==> src/rtl/ppu_interrupt_ctrl.sv <==
// rtl/ppu_interrupt_ctrl.sv - PPU video-timing interrupt controller with per-source edge latches
//
// Synchronises NUM_SRC asynchronous timing inputs, detects edges per source
// under a 2-bit mode, and latches events into pending/overflow bits plus a
// saturating event counter. irq_o is the OR of pending; irq_pulse_o marks the
// first cycle irq_o goes high.
//
// Ports:
//   clock        system clock
//   reset        asynchronous active-high reset
//   src_i        raw asynchronous timing inputs
//   mode_i       per source [2i+1:2i]: 00 off, 01 rise, 10 fall, 11 both
//   clear_i      per-source clear of pending/overflow/count (level)
//   clear_all_i  clear every source
//   pending_o    latched event per source
//   overflow_o   event arrived while already pending
//   count_o      saturating event counters, source i at [i*CNT_WIDTH +: CNT_WIDTH]
//   irq_o        OR of pending_o
//   irq_pulse_o  high on the first cycle irq_o is high
module ppu_interrupt_ctrl #(
    parameter int                 NUM_SRC     = 4,
    parameter int                 SYNC_STAGES = 2,
    parameter int                 CNT_WIDTH   = 8,
    parameter logic [NUM_SRC-1:0] SRC_INIT    = 4'b1100
) (
    input  logic                           clock,
    input  logic                           reset,
    input  logic [NUM_SRC-1:0]             src_i,
    input  logic [2*NUM_SRC-1:0]           mode_i,
    input  logic [NUM_SRC-1:0]             clear_i,
    input  logic                           clear_all_i,
    output logic [NUM_SRC-1:0]             pending_o,
    output logic [NUM_SRC-1:0]             overflow_o,
    output logic [NUM_SRC*CNT_WIDTH-1:0]   count_o,
    output logic                           irq_o,
    output logic                           irq_pulse_o
);

    // sync_q[0] is the first flop after the pin; sync_q[SYNC_STAGES-1] is the
    // synchronised value used for edge detection.
    logic [NUM_SRC-1:0]           sync_q [SYNC_STAGES];
    logic [NUM_SRC-1:0]           sync_d [SYNC_STAGES];
    logic [NUM_SRC-1:0]           prev_q, prev_d;
    logic [NUM_SRC-1:0]           pending_q, pending_d;
    logic [NUM_SRC-1:0]           overflow_q, overflow_d;
    logic [NUM_SRC*CNT_WIDTH-1:0] count_q, count_d;
    logic                         irq_q, irq_d;

    logic [NUM_SRC-1:0]           rise, fall, evt, clr;

    always_ff @(posedge clock or posedge reset) begin
        if (reset) begin
            for (int k = 0; k < SYNC_STAGES; k++) begin
                sync_q[k] <= SRC_INIT;
            end
            prev_q     <= SRC_INIT;
            pending_q  <= '0;
            overflow_q <= '0;
            count_q    <= '0;
            irq_q      <= 1'b0;
        end else begin
            for (int k = 0; k < SYNC_STAGES; k++) begin
                sync_q[k] <= sync_d[k];
            end
            prev_q     <= prev_d;
            pending_q  <= pending_d;
            overflow_q <= overflow_d;
            count_q    <= count_d;
            irq_q      <= irq_d;
        end
    end

    always_comb begin
        sync_d[0] = src_i;
        for (int k = 1; k < SYNC_STAGES; k++) begin
            sync_d[k] = sync_q[k-1];
        end
        prev_d = sync_q[SYNC_STAGES-1];
    end

    always_comb begin
        rise = sync_q[SYNC_STAGES-1] & ~prev_q;
        fall = ~sync_q[SYNC_STAGES-1] & prev_q;
        evt  = '0;
        clr  = '0;
        for (int i = 0; i < NUM_SRC; i++) begin
            evt[i] = (mode_i[2*i] & rise[i]) | (mode_i[2*i+1] & fall[i]);
            clr[i] = clear_i[i] | clear_all_i;
        end
    end

    // Set dominates clear so an event coinciding with a clear is never lost.
    always_comb begin
        pending_d  = evt | (pending_q & ~clr);
        overflow_d = (evt & pending_q & ~clr) | (overflow_q & ~clr);
        count_d    = count_q;
        for (int i = 0; i < NUM_SRC; i++) begin
            if (clr[i]) begin
                count_d[i*CNT_WIDTH +: CNT_WIDTH] = CNT_WIDTH'(evt[i]);
            end else if (count_q[i*CNT_WIDTH +: CNT_WIDTH] != {CNT_WIDTH{1'b1}}) begin
                count_d[i*CNT_WIDTH +: CNT_WIDTH] =
                    count_q[i*CNT_WIDTH +: CNT_WIDTH] + CNT_WIDTH'(evt[i]);
            end
        end
        irq_d = irq_o;
    end

    always_comb begin
        pending_o   = pending_q;
        overflow_o  = overflow_q;
        count_o     = count_q;
        irq_o       = |pending_q;
        irq_pulse_o = irq_o & ~irq_q;
    end

endmodule

==> config.mk <==
export PLATFORM = sky130hd
export DESIGN_NAME = ppu_interrupt_ctrl
export DESIGN_NICKNAME = d
export VERILOG_FILES = /design/src/rtl/ppu_interrupt_ctrl.sv
export SDC_FILE = /design/constraint.sdc
export NUM_CORES = 1
export LEC_CHECK = 0
export CAP_MARGIN = 10
export CELL_PAD_IN_SITES_DETAIL_PLACEMENT = 1
export CELL_PAD_IN_SITES_GLOBAL_PLACEMENT = 1
export CORE_ASPECT_RATIO = 1.2
export CORE_MARGIN = 1.5
export CORE_UTILIZATION = 30
export CTS_BUF_LIST = sky130_fd_sc_hd__clkbuf_8
export DETAILED_ROUTE_END_ITERATION = 10
export PLACE_DENSITY = 0.63
export SETUP_SLACK_MARGIN = 0.05
export SYNTH_ARGS = -nofsm -noshare
export SYNTH_HDL_FRONTEND = slang
export SYNTH_SLANG_ARGS = --single-unit
==> constraint.sdc <==
create_clock -name clock -period 3 [get_ports clock]
set_clock_uncertainty 0.05 [all_clocks]
set_input_delay 0.45 -clock clock [delete_from_list [all_inputs] [get_ports clock]]
set_output_delay 0.45 -clock clock [all_outputs]
set_load 0.005 [all_outputs]
==> results of run 1 <==
-- synthesized netlist by cell type --
cell,count
sky130_fd_sc_hd__a2111oi_0,3
sky130_fd_sc_hd__a211oi_1,7
sky130_fd_sc_hd__a21boi_0,4
sky130_fd_sc_hd__a21o_1,4
sky130_fd_sc_hd__a21oi_1,11
sky130_fd_sc_hd__a2bb2oi_1,4
sky130_fd_sc_hd__a31oi_1,11
sky130_fd_sc_hd__and2_1,3
sky130_fd_sc_hd__and3_1,9
sky130_fd_sc_hd__and4_1,3
sky130_fd_sc_hd__and4_4,1
sky130_fd_sc_hd__and4b_1,3
sky130_fd_sc_hd__buf_1,2
sky130_fd_sc_hd__buf_6,1
sky130_fd_sc_hd__clkbuf_1,7
sky130_fd_sc_hd__dfrtp_1,47
sky130_fd_sc_hd__dfstp_2,6
sky130_fd_sc_hd__ha_1,8
sky130_fd_sc_hd__inv_1,8
sky130_fd_sc_hd__nand2_1,19
sky130_fd_sc_hd__nand3_1,6
sky130_fd_sc_hd__nand3b_1,8
sky130_fd_sc_hd__nand4_1,7
sky130_fd_sc_hd__nor2_1,8
sky130_fd_sc_hd__nor2b_1,1
sky130_fd_sc_hd__nor3_1,5
sky130_fd_sc_hd__nor3b_1,4
sky130_fd_sc_hd__nor4_1,3
sky130_fd_sc_hd__o21a_1,4
sky130_fd_sc_hd__o21ai_0,14
sky130_fd_sc_hd__o21ai_1,1
sky130_fd_sc_hd__o21bai_1,3
sky130_fd_sc_hd__o31ai_1,1
sky130_fd_sc_hd__or2_1,3
sky130_fd_sc_hd__or2_2,1
sky130_fd_sc_hd__or3_1,3
sky130_fd_sc_hd__or4_1,2
-- power by group --
group,switching (mW),leakage (nW),internal [mW]
combinational,0.0574,0.606,0.0754
sequential,0.0214,0.690,0.740
clock,0.239,0.0626,0.269
-- metal layers --
layer | GRT usage [%] | vias up | wire [microns]
met5 | 0 | - | 0
met4 | 4.839 | 0 | 85
met3 | 3.069 | 7 | 228
met2 | 24.95 | 39 | 2934
met1 | 19.09 | 1004 | 2739
li1 | - | 989 | -
-- stage by stage --
stage          setup slack, ns  util (%)  hold WS [ns]  std cells  area, sq um
5_1_grt                 0.4830     40.87        0.3148        390         3277
6_report                0.5669     40.87        0.3096        390         3277
4_1_cts                 0.5365     40.87        0.3120        390         3277
3_3_place_gp            0.6952     39.42        0.2839        382         3161
2_1_floorplan            1.224         -        0.2812        235         2459
3_5_place_dp            0.6805     39.42        0.2964        382         3161
-- cell families (layout without fill, tap and decap cells) --
family / count (synthesis) / after routing / share of synthesized area [%]
AOI/OAI and AO/OA: 67 / 67 / 17.61
adders and majority gates: 8 / 8 / 4.071
buffers and inverters: 18 / 78 / 3.054
DFF: 53 / 53 / 54.25
and+or+nand+nor: 89 / 89 / 21.02
-- flip-flops by register name, summed over array words and instances, names as in the netlist --
signal and flops:
prev_d 4, prev_q 4, pending_o 4, irq_q 1
count_o 32, overflow_o 4, sync_d 4
-- cells in the final DEF (no fill, tap or decap), drive strengths merged, types with 6 or more instances in the layout --
cell type and count:
and3 9, a31oi 11, clkbuf 6, ha 8
o21ai 15, nand4 7, nand3 6, inv 9
dfrtp 47, clkdlybuf4s50 60, a211oi 7, dfstp 6
nor2 8, a21oi 11, nand3b 8, nand2 19
-- final timing paths --
path                                      endpoint  depth (start not counted)                    from  slack [ns]
min in group asynchronous  overflow_o[1]$_DFF_PP0_                          2                   reset        0.36
max in group asynchronous      prev_d[2]$_DFF_PP1_                          3                   reset        1.94
hold reg to reg                prev_d[2]$_DFF_PP1_                          0     sync_d[2]$_DFF_PP1_        0.31
hold / removal                 prev_d[2]$_DFF_PP1_                          0     sync_d[2]$_DFF_PP1_        0.31
setup / recovery                       irq_pulse_o                          3  pending_o[2]$_DFF_PP0_        0.57
setup reg to reg           count_o[30]$_DFFE_PP0P_                          6     prev_d[3]$_DFF_PP1_        1.07
-- final cells by class --
| type | instances | area share (%) |
|---|---|---|
| Inverter | 8 | 0.9164 |
| Clock buffer | 6 | 2.520 |
| Timing Repair Buffer | 62 | 19.17 |
| Tap cell | 95 | 3.627 |
| Clock inverter | 2 | 1.031 |
| Multi-Input combinational cell | 164 | 32.04 |
| Sequential cell | 53 | 40.70 |
==> summary.md, run 1 <==
The worst pin sits at a relative slew slack of 66.70%. Counting I/O delays and the setup requirement, the final critical path takes 2.433 ns. The critical path buffer and inverter count was 1; the number of ports placed on the die boundary was 61.

The average instance in the mapped netlist occupies 10.46 sq um. The number of nets in the synthesized netlist is 262. The power density over the cells came out at 427.9 nW/um^2.

CTS placed an instance of sky130_fd_sc_hd__clkbuf_8 at the clock tree root. The worst setup path is launched from a flip-flop. Setup repair after global routing left no endpoint under its margin.

Across every metal layer, demand over resource in global routing totals 14.80%. During placement, the flow inserted port buffers numbering 60. Row generation in the floorplan step produced 36 rows.

In this run the worst path has a maximum fanout of 4. The largest single stage delay on the critical path is 0.58 ns. TritonCTS created 5 clock buffers. Endpoint type of the worst setup path: an output port. Ranked by total cell area, the synthesized netlist is headed by sky130_fd_sc_hd__dfrtp_1 (48%), sky130_fd_sc_hd__dfstp_2 (6.4%), sky130_fd_sc_hd__ha_1 (4.1%). Across the run, the number of max-cap violations was 0. The run gives 0 as the hold buffer count at cts. Gates resized during post-CTS repair numbered 0. The logs give 27 for the maximum number of pins on one net before global-route repair and 411.0 MHz for the maximum clock rate.

The logs give 0 for the number of hold-slack violations in the final timing report and 1.359 nW for the leakage power. The mean routed wirelength per cell was 15.35 microns; the count of buffers added by post-CTS timing repair for setup was 0. From left edge to right edge, the die measures 85.64 microns.

For this run, the number of Yosys warnings is 0. At the pin with the least slew margin, the transition time is 0.4977 ns. The checks that failed: design-rule violations. The sequential cell area in the final layout was 1334 sq um. In this run the worst hold path is classified as flip-flop to flip-flop. The antenna diode count came out at 0. In this run the remaining antenna-violating nets after routing total 0. The fraction of synthesized cell area taken by the top area cell type was 47.84%; the overall die height was 102.2 microns.

The kind of cell adding the most delay to the critical path is simple AND/OR/NAND/NOR gates. Summing all multi-input logic gate instances after layout gives 1050 sq um. The routed layout has 2,039 vias.

The clock sink count is 53, and the initial DRC count is 19. Summed over all layers, the routed wires come to 5988 microns. Summing the sequential cell areas from Yosys gives 54.25% of the chip area. For this configuration, the core starts out at a cell density of 30.66%. For the routability congestion estimate, the log shows 0.7378. The worst-case IR drop observed on VDD is 231.4 uV. The run gives 0 as the number of slew-limit violations in the final report. The first global-routing pass estimated 10,210 microns of wire. For this run, the detailed router's first-pass iteration total came to 7. The total of fill cells in the finished design is 920. The final-stage net count is 321, and the average vias per placed instance is 5.228. The cell accounting for the most synthesized area is sky130_fd_sc_hd__dfrtp_1. TritonCTS built the clock tree.

The tools report the placeable core area as 8018 sq um. The period utilization is 81.10%. Summed over all nets, the half-perimeter wirelength after detailed placement is 4418 microns. The slowest stage of the critical path is the sky130_fd_sc_hd__or4_1 cell. The signal on the critical path passes through or4_1, nor2b_1, clkdlybuf4s50_1. The logs give 37 for the distinct cell type count of the synthesized netlist and 2,117 for the number of global-route vias before repair. The later pin in the worst-skew pair is clocked with a latency of 0.30 ns. The kind of critical path is flip-flop to output port. After synthesis the netlist holds a flip-flop and latch count of 53. The die covers 8750 sq um.

Overall power consumption after layout is estimated at 1.402 mW. The CTS H-tree depth was 2; the share of final-layout standard cells stronger than drive strength 1 was 6.102%. Counting every instance in the synthesized netlist gives 235. Data on the critical path is required at its endpoint by 2.50 ns.

For the aggregate global routing overflow, the log shows 0. Data arrives at the worst endpoint at 1.93 ns. The clock slew at the register clock pins of the worst setup and hold paths was 0.10 ns; the number of antenna violations at the first check in global routing was 0. The run gives 2459 sq um as the post-synthesis instance area. No sink is reached through more buffers than the 2 on the longest clock path. Setup violations remaining at the end of the flow were counted as 0.

The run finished, with violations left. The area growth from synthesis to layout is 33.28%. Summed over all failing endpoints, the final setup total negative slack is 0 ns. After detailed routing, the number of remaining DRC violations is 3.
(Power assumes the default switching activity.)
==> run 2: changes to the inputs <==
PLACE_DENSITY = 0.65   (was 0.63)
clock period = 2.01 ns   (was 3 ns; I/O delays follow)
==> run 2 against run 1 <==
The flow still finishes with violations (design-rule violations). Design area rose by 4.4%. Clock power rose by 70%. Combinational power rose by 73%. Total power rose by 59%. Sequential share of layout area fell by 1.7 points. Count of clock-buffer cells in the layout fell by 1. Critical path depth fell by 1. Die area did not move. Cell count rose by 4.1%. First-iteration DRC count rose by 32%. Worst setup slack got worse by 0.46 ns. Critical path type unchanged. Largest power group unchanged.
==> summary.md, run 2 (synthesis results as in run 1) <==
The first global-routing pass estimated 10,470 microns of wire. The net count of the finished layout is 337. The number of global-route vias before repair was 2,163. At the pin with the least slew margin, the transition time is 0.3557 ns. In this run the horizontal extent of the chip is 85.64 microns. The initial DRC count was 25; the aggregate global routing overflow was 0. The hold buffer count at cts is 0.

The final reports fail on design-rule violations. In the layout the commonest cells are sky130_fd_sc_hd__clkdlybuf4s50_1 (58), sky130_fd_sc_hd__dfrtp_1 (47), sky130_fd_sc_hd__nand2_1 (19). The worst setup path is launched from a flip-flop. The die is 102.2 microns tall. The final standard cell utilization of the core is 42.67%. The worst setup path is of the flip-flop to output port kind. The number of I/O port buffers is 60. Dividing the detail-routed wire length by the instance count gives 15.66 microns.

The worst register-to-register path begins at prev_d[3]$_DFF_PP1_. The TritonCTS buffer count was 5. For the peak supply drop, the log shows 362.1 uV. Worst-case register-to-register setup slack: 0.21 ns. The destination of the worst register-to-register timing path is count_o[31]$_DFFE_PP0P_. Highest net fanout along the worst path: 3. The H-tree was split into 2 levels. For the worst flop-to-flop path, the logic depth is 7.

The endpoint type of the worst setup path is an output port. Clock sink count: 53. The die footprint was 8750 sq um; the clock slew at the register clock pins of the worst setup and hold paths was 0.10 ns. The synthesis-to-layout area growth was 39.13%; the data arrival time of the critical path was 1.55 ns.

At the end of routability-driven placement, the weighted congestion stood at 0.7642. The average vias per placed instance was 5.246. Setup repair after global routing left no endpoint under its margin.

The tools report the number of antenna violations at the first check in global routing as 0. The number of ports placed on the die boundary came out at 61. The most frequent standard cell in the layout excluding fill and tap cells was sky130_fd_sc_hd__clkdlybuf4s50_1.

The tools report the clock tree root driver cell as sky130_fd_sc_hd__clkbuf_8. The routed layout has 2,130 vias. The tools report the antenna diode count as 0.

Entering global routing, the biggest net connects 54 pins. The core region is 8018 sq um. The design draws 2.229 mW.

In this run the tightest slew margin relative to its limit is 75.68%. Number of cell rows: 36. The run finished, with violations left. The number of slew-limit violations in the final report was 0; the first-pass iteration count of the detailed router was 7. The final number of setup-violating endpoints is 0.

TritonCTS built the clock tree. The worst hold-check path type was primary input to async pin. For this block, the routed nets add up to 6359 microns of wire.

The required time of the critical path was 1.66 ns; the share of final-layout standard cells stronger than drive strength 1 was 12.22%. The smallest clock period supported by the final layout is computed as 1.899 ns. The wire-length estimate of the detail-placed layout is 4684 microns.

The number of hold-slack violations in the final timing report was 0; the antenna violation net count after detailed routing was 0. The initial utilization of the core area, before any placement, comes to 30.66%. Total of fill cells in the finished design: 898. The period utilization works out to 94.48%.

Timing would allow up to 526.6 MHz. For this run, design rule violations remaining after detail routing come to 2. The maximum root-to-sink buffer count came out at 2.

In the global route stage, overall resource usage came out at 15.12%. The power density over the cells is 651.5 nW/um^2, and the number of flip-flops in the largest register is 32. The run gives 0.31 ns as the clock latency at the later pin of the worst-skew pair.

The max-capacitance violation count was 0. The analysis attributes to cell leakage a power of 1.451 nW. The sequential cell area in the final layout was 1334 sq um; the multi-input logic area was 1062 sq um.
run 2: cell types whose count changed in the layout (fill, tap and decap cells not counted):
cell / before / now
sky130_fd_sc_hd__clkbuf_2: 0 / 1
sky130_fd_sc_hd__a2111oi_0: 3 / 2
sky130_fd_sc_hd__clkinv_2: 0 / 1
sky130_fd_sc_hd__or4_1: 2 / 1
sky130_fd_sc_hd__clkbuf_8: 6 / 5
sky130_fd_sc_hd__clkdlybuf4s50_1: 60 / 58
sky130_fd_sc_hd__nor2b_4: 0 / 1
sky130_fd_sc_hd__buf_4: 1 / 17
sky130_fd_sc_hd__nor2b_1: 1 / 0
sky130_fd_sc_hd__bufinv_16: 1 / 2
sky130_fd_sc_hd__inv_1: 8 / 7
sky130_fd_sc_hd__a2111oi_1: 0 / 1
sky130_fd_sc_hd__or4_4: 0 / 1
sky130_fd_sc_hd__dlygate4sd2_1: 0 / 1
run 2: power breakdown:
| part | switching [mW] | total [mW] | internal [mW] |
|---|---|---|---|
| registers | 0.0291 | 1.13 | 1.10 |
| clock network | 0.370 | 0.865 | 0.495 |
| logic | 0.0965 | 0.230 | 0.134 |
run 2: worst max-delay path, cell delays in order, from the launching register on:
cell	delay, ns
sky130_fd_sc_hd__dfrtp_1	0.40
sky130_fd_sc_hd__or4_4	0.55
sky130_fd_sc_hd__dlygate4sd2_1	0.29
run 2: final cells by class:
cell class | count | area share, %
clock buffers | 5 | 2.012
clock inverters | 3 | 1.902
inverters | 8 | 0.8778
multi-input cells | 164 | 31.05
flip-flops and latches | 53 | 38.99
well taps | 95 | 3.475
repair buffers | 78 | 21.69
run 2: repair_timing:
action                                  4_1_cts  5_1_grt
pin swaps                                     1        1
gates resized for setup                       4        3
gates cloned                                  0        0
endpoints found under the hold margin         0        0
endpoints found under the setup margin        2        2
buffers inserted                              0        1
run 2: how the worst max path moves through the flow:
stage	startpoint	cells after the start	slack, ns	end
final	pending_o[2]$_DFF_PP0_	2	0.11	irq_o
after CTS	pending_o[1]$_DFF_PP0_	3	0.04	irq_pulse_o
after global routing	pending_o[2]$_DFF_PP0_	2	0.05	irq_o
after floorplan	prev_d[2]$_DFF_PP1_	6	0.31	count_o[22]$_DFFE_PP0P_
after global placement	mode_i[2]	7	-0.01	count_o[14]$_DFFE_PP0P_
after detailed placement	mode_i[0]	7	-0.06	count_o[7]$_DFFE_PP0P_
run 2: stage by stage:
stage | setup WS, ns | setup TNS, ns | hold WS, ns | area, sq um | instances
floorplan | 0.3057 | 0 | 0.2560 | 2459 | 235
global placement | -0.01374 | -0.01662 | 0.2820 | 3273 | 397
detailed placement | -0.06469 | -0.1324 | 0.2888 | 3273 | 397
CTS | 0.03706 | 0 | 0.3116 | 3410 | 405
global route | 0.05179 | 0 | 0.3218 | 3421 | 406
finish | 0.1109 | 0 | 0.3015 | 3421 | 406
run 2: metal layers:
layer  vias to the layer above  global-route usage [%]  wire [microns]
li1                       1024                       -               -
met3                         4                   3.877             252
met2                        35                   26.53            3260
met1                      1067                   18.66            2798
met4                         0                   3.722              48
met5                         -                       0               0
==> run 3: changes to the inputs <==
ABC_CLOCK_PERIOD_IN_PS = 2009   (was unset)
DONT_BUFFER_PORTS = 1   (was unset)
PLACE_DENSITY = 0.52   (was 0.65)
==> run 3 against run 2 <==
The run still ends with design-rule violations left. Sequential power hardly changed. Routed wire length shrank 5.2%. Sequential share of layout area up 8.5 points. Fmax increased by 1.6%. Core utilization is 7.6 points lower. Register-to-register slack barely moved. Critical path type unchanged. Largest cell class unchanged. Highest routed layer unchanged.
==> summary.md, run 3 (synthesis results as in run 1) <==
The run finished, with violations left. The final reports fail on design-rule violations. Timing analysis after detailed placement gives a worst setup slack of 0.09012 ns. Port buffering added 0 buffers. The antenna diode count is 0. The clock slew at the register clock pins of the worst setup and hold paths came out at 0.10 ns. Across all layers, the routed design uses 1,903 vias. In this run the core area contains 36 standard-cell rows. The synthesis-to-layout area growth is 14.35%, and the power density over the cells is 726.2 nW/um^2. The effective utilization at floorplan is 30.66%. In the layout the commonest cells are sky130_fd_sc_hd__dfrtp_1 (46), sky130_fd_sc_hd__nand2_1 (18), sky130_fd_sc_hd__o21ai_0 (12).

The transition at the pin with the smallest max-transition slack is 0.5087 ns, and the number of hold-slack violations in the final timing report is 0. The required time of the critical path came out at 1.66 ns. The max-capacitance violation count came out at 0. The tools report the routability congestion estimate as 0.7075. The average vias per placed instance is 5.597. The first global-routing pass estimated 9991 microns of wire. Measured against its own limit, the worst slew margin works out to 65.96%.

The run gives 0 as the antenna violation net count after detailed routing. Setup repair after global routing left no endpoint under its margin. The number of global-route vias before repair was 1,938; the post-route worst setup slack was 0.1415 ns.

The depth of the worst register-to-register path was 7; the share of final-layout standard cells stronger than drive strength 1 was 13.06%. The peak supply drop was 344.0 uV; the final critical-path required period was 1.868 ns. For hold timing, the worst endpoint is count_o[1]$_DFFE_PP0P_. The H-tree was split into 2 levels.

After global routing the overflow that remains totals 0. Number of flip-flops in the largest register: 32. The tools report the clock sink count as 53. The tools report the endpoint type of the worst setup path as an output port.

For the worst setup path, the data arrival time is 1.52 ns. TritonCTS built the clock tree. Leaving out fill and tap cells, the most frequent cell in the layout is sky130_fd_sc_hd__dfrtp_1.

The overall die width was 85.64 microns. Based on the critical path, the design can be clocked at up to 535.2 MHz. The mean routed wirelength per cell is 17.73 microns, and the highest net fanout along the worst path is 4. Start point of the worst hold path: clear_i[0]. For this run, the slowest stage of the critical path takes 0.57 ns. The run gives 54 as the maximum number of pins on one net before global-route repair. Counting along the longest clock path gives a buffer depth of 2. In this run the standard cell core region covers 8018 sq um. The run gives 0 as the final number of setup-violating endpoints.

Overall die height: 102.2 microns. For the TritonCTS buffer count, the log shows 5. The worst hold path was traced through 2 stages. For this run, design rule violations remaining after detail routing come to 3. Final-stage net count: 271. The source of the worst register-to-register timing path was prev_d[1]$_DFF_PP0_.

The run gives 0 as the number of antenna violations at the first check in global routing. Adding up every negative setup slack in the final design gives 0 ns. The number of slew-limit violations in the final report is 0. The slowest cell on the critical path was sky130_fd_sc_hd__or4_4. The setup path with the least slack is of type flip-flop to output port. Startpoint type of the worst setup path: a flip-flop.

Before antenna repair, the detailed router went through 9 iterations. In this run the register-to-register setup slack is 0.20 ns. The die covers 8750 sq um. Global routing used 14.47% of the available tracks. The path class of the tightest hold or removal check is primary input to flip-flop. Clock tree synthesis selected as its root buffer the cell sky130_fd_sc_hd__clkbuf_8.

At the later pin of the worst-skew pair, clock insertion delay measures 0.30 ns. In this run the critical register-to-register path is captured at count_o[13]$_DFFE_PP0P_. The number of ports placed on the die boundary was 61; the HPWL reported at the end of detailed placement was 4276 microns.

After the first detailed-routing iteration, the DRC count stood at 49. The leakage power came out at 1.180 nW. In the finished design, the share of the clock period the worst path needs comes to 92.96%. Wires add up to 6028 microns. Summing internal, switching and leakage power gives 2.042 mW.

Walking the worst path, the cells encountered are or4_4, nor2b_1.
==> run 3: cell count changes in the layout (fill, tap and decap cells not counted), sizes merged <==
| cell | change |
|---|---|
| dlygate4sd3 | +5 |
| dlygate4sd2 | -1 |
| clkdlybuf4s50 | -58 |
| bufinv | -1 |
| clkinvlp | +1 |
| buf | -11 |
| clkinv | -1 |
==> run 3: critical path: cells and delay by family, from the launching register on <==
| kind | cells | cell delay [ns] |
|---|---|---|
| and+or+nand+nor | 2 | 0.76 |
| DFF | 1 | 0.46 |
==> run 3: cell type report <==
cell class / instances / area (sq um)
multi-input cells: 164 / 1092
well taps: 95 / 118.9
flip-flops and latches: 53 / 1335
repair buffers: 12 / 115.1
clock inverters: 2 / 37.54
clock buffers: 6 / 82.58
inverters: 8 / 30.03
fillers: 896 / 5206
==> run 3: report_power, final <==
group	internal, mW	total [mW]	switching, mW
clock network	0.406	0.771	0.365
registers	1.10	1.14	0.0381
logic	0.0562	0.128	0.0722
==> run 3: timing repair <==
| item | 4_1_cts | 5_1_grt |
|---|---|---|
| setup endpoints to repair | 1 | 7 |
| pin swaps | 0 | 5 |
| hold buffers | 5 | 0 |
| endpoints found under the hold margin | 51 | 0 |
| cloned | 0 | 0 |
| resized for setup | 1 | 13 |
| buffers inserted | 0 | 5 |
==> run 3: per-layer routing <==
layer  wire (microns)  global-route usage, %
met1             2499                  17.98
met5                0                      0
met2             3095                  24.77
met4               63                  3.722
met3              370                  4.200
==> run 3: worst max-delay path by stage <==
stage	start	to	slack [ns]	cells after the start
floorplan	prev_d[2]$_DFF_PP1_	count_o[22]$_DFFE_PP0P_	0.31	6
global placement	prev_d[2]$_DFF_PP1_	count_o[22]$_DFFE_PP0P_	0.18	6
detailed placement	prev_d[2]$_DFF_PP1_	count_o[22]$_DFFE_PP0P_	0.09	6
CTS	prev_d[2]$_DFF_PP1_	count_o[22]$_DFFE_PP0P_	0.07	6
global route	prev_d[1]$_DFF_PP0_	count_o[13]$_DFFE_PP0P_	0.05	7
finish	pending_o[2]$_DFF_PP0_	irq_pulse_o	0.14	2
==> run 3: metrics by stage <==
step                instances  utilization, %  instance area, sq um  hold WS (ns)
floorplan                 235               -                  2459        0.2560
global placement          322           31.93                  2560        0.2192
detailed placement        322           31.93                  2560        0.2205
CTS                       335           34.10                  2734        0.1605
global route              340           35.07                  2811        0.1695
finish                    340           35.07                  2811        0.1666
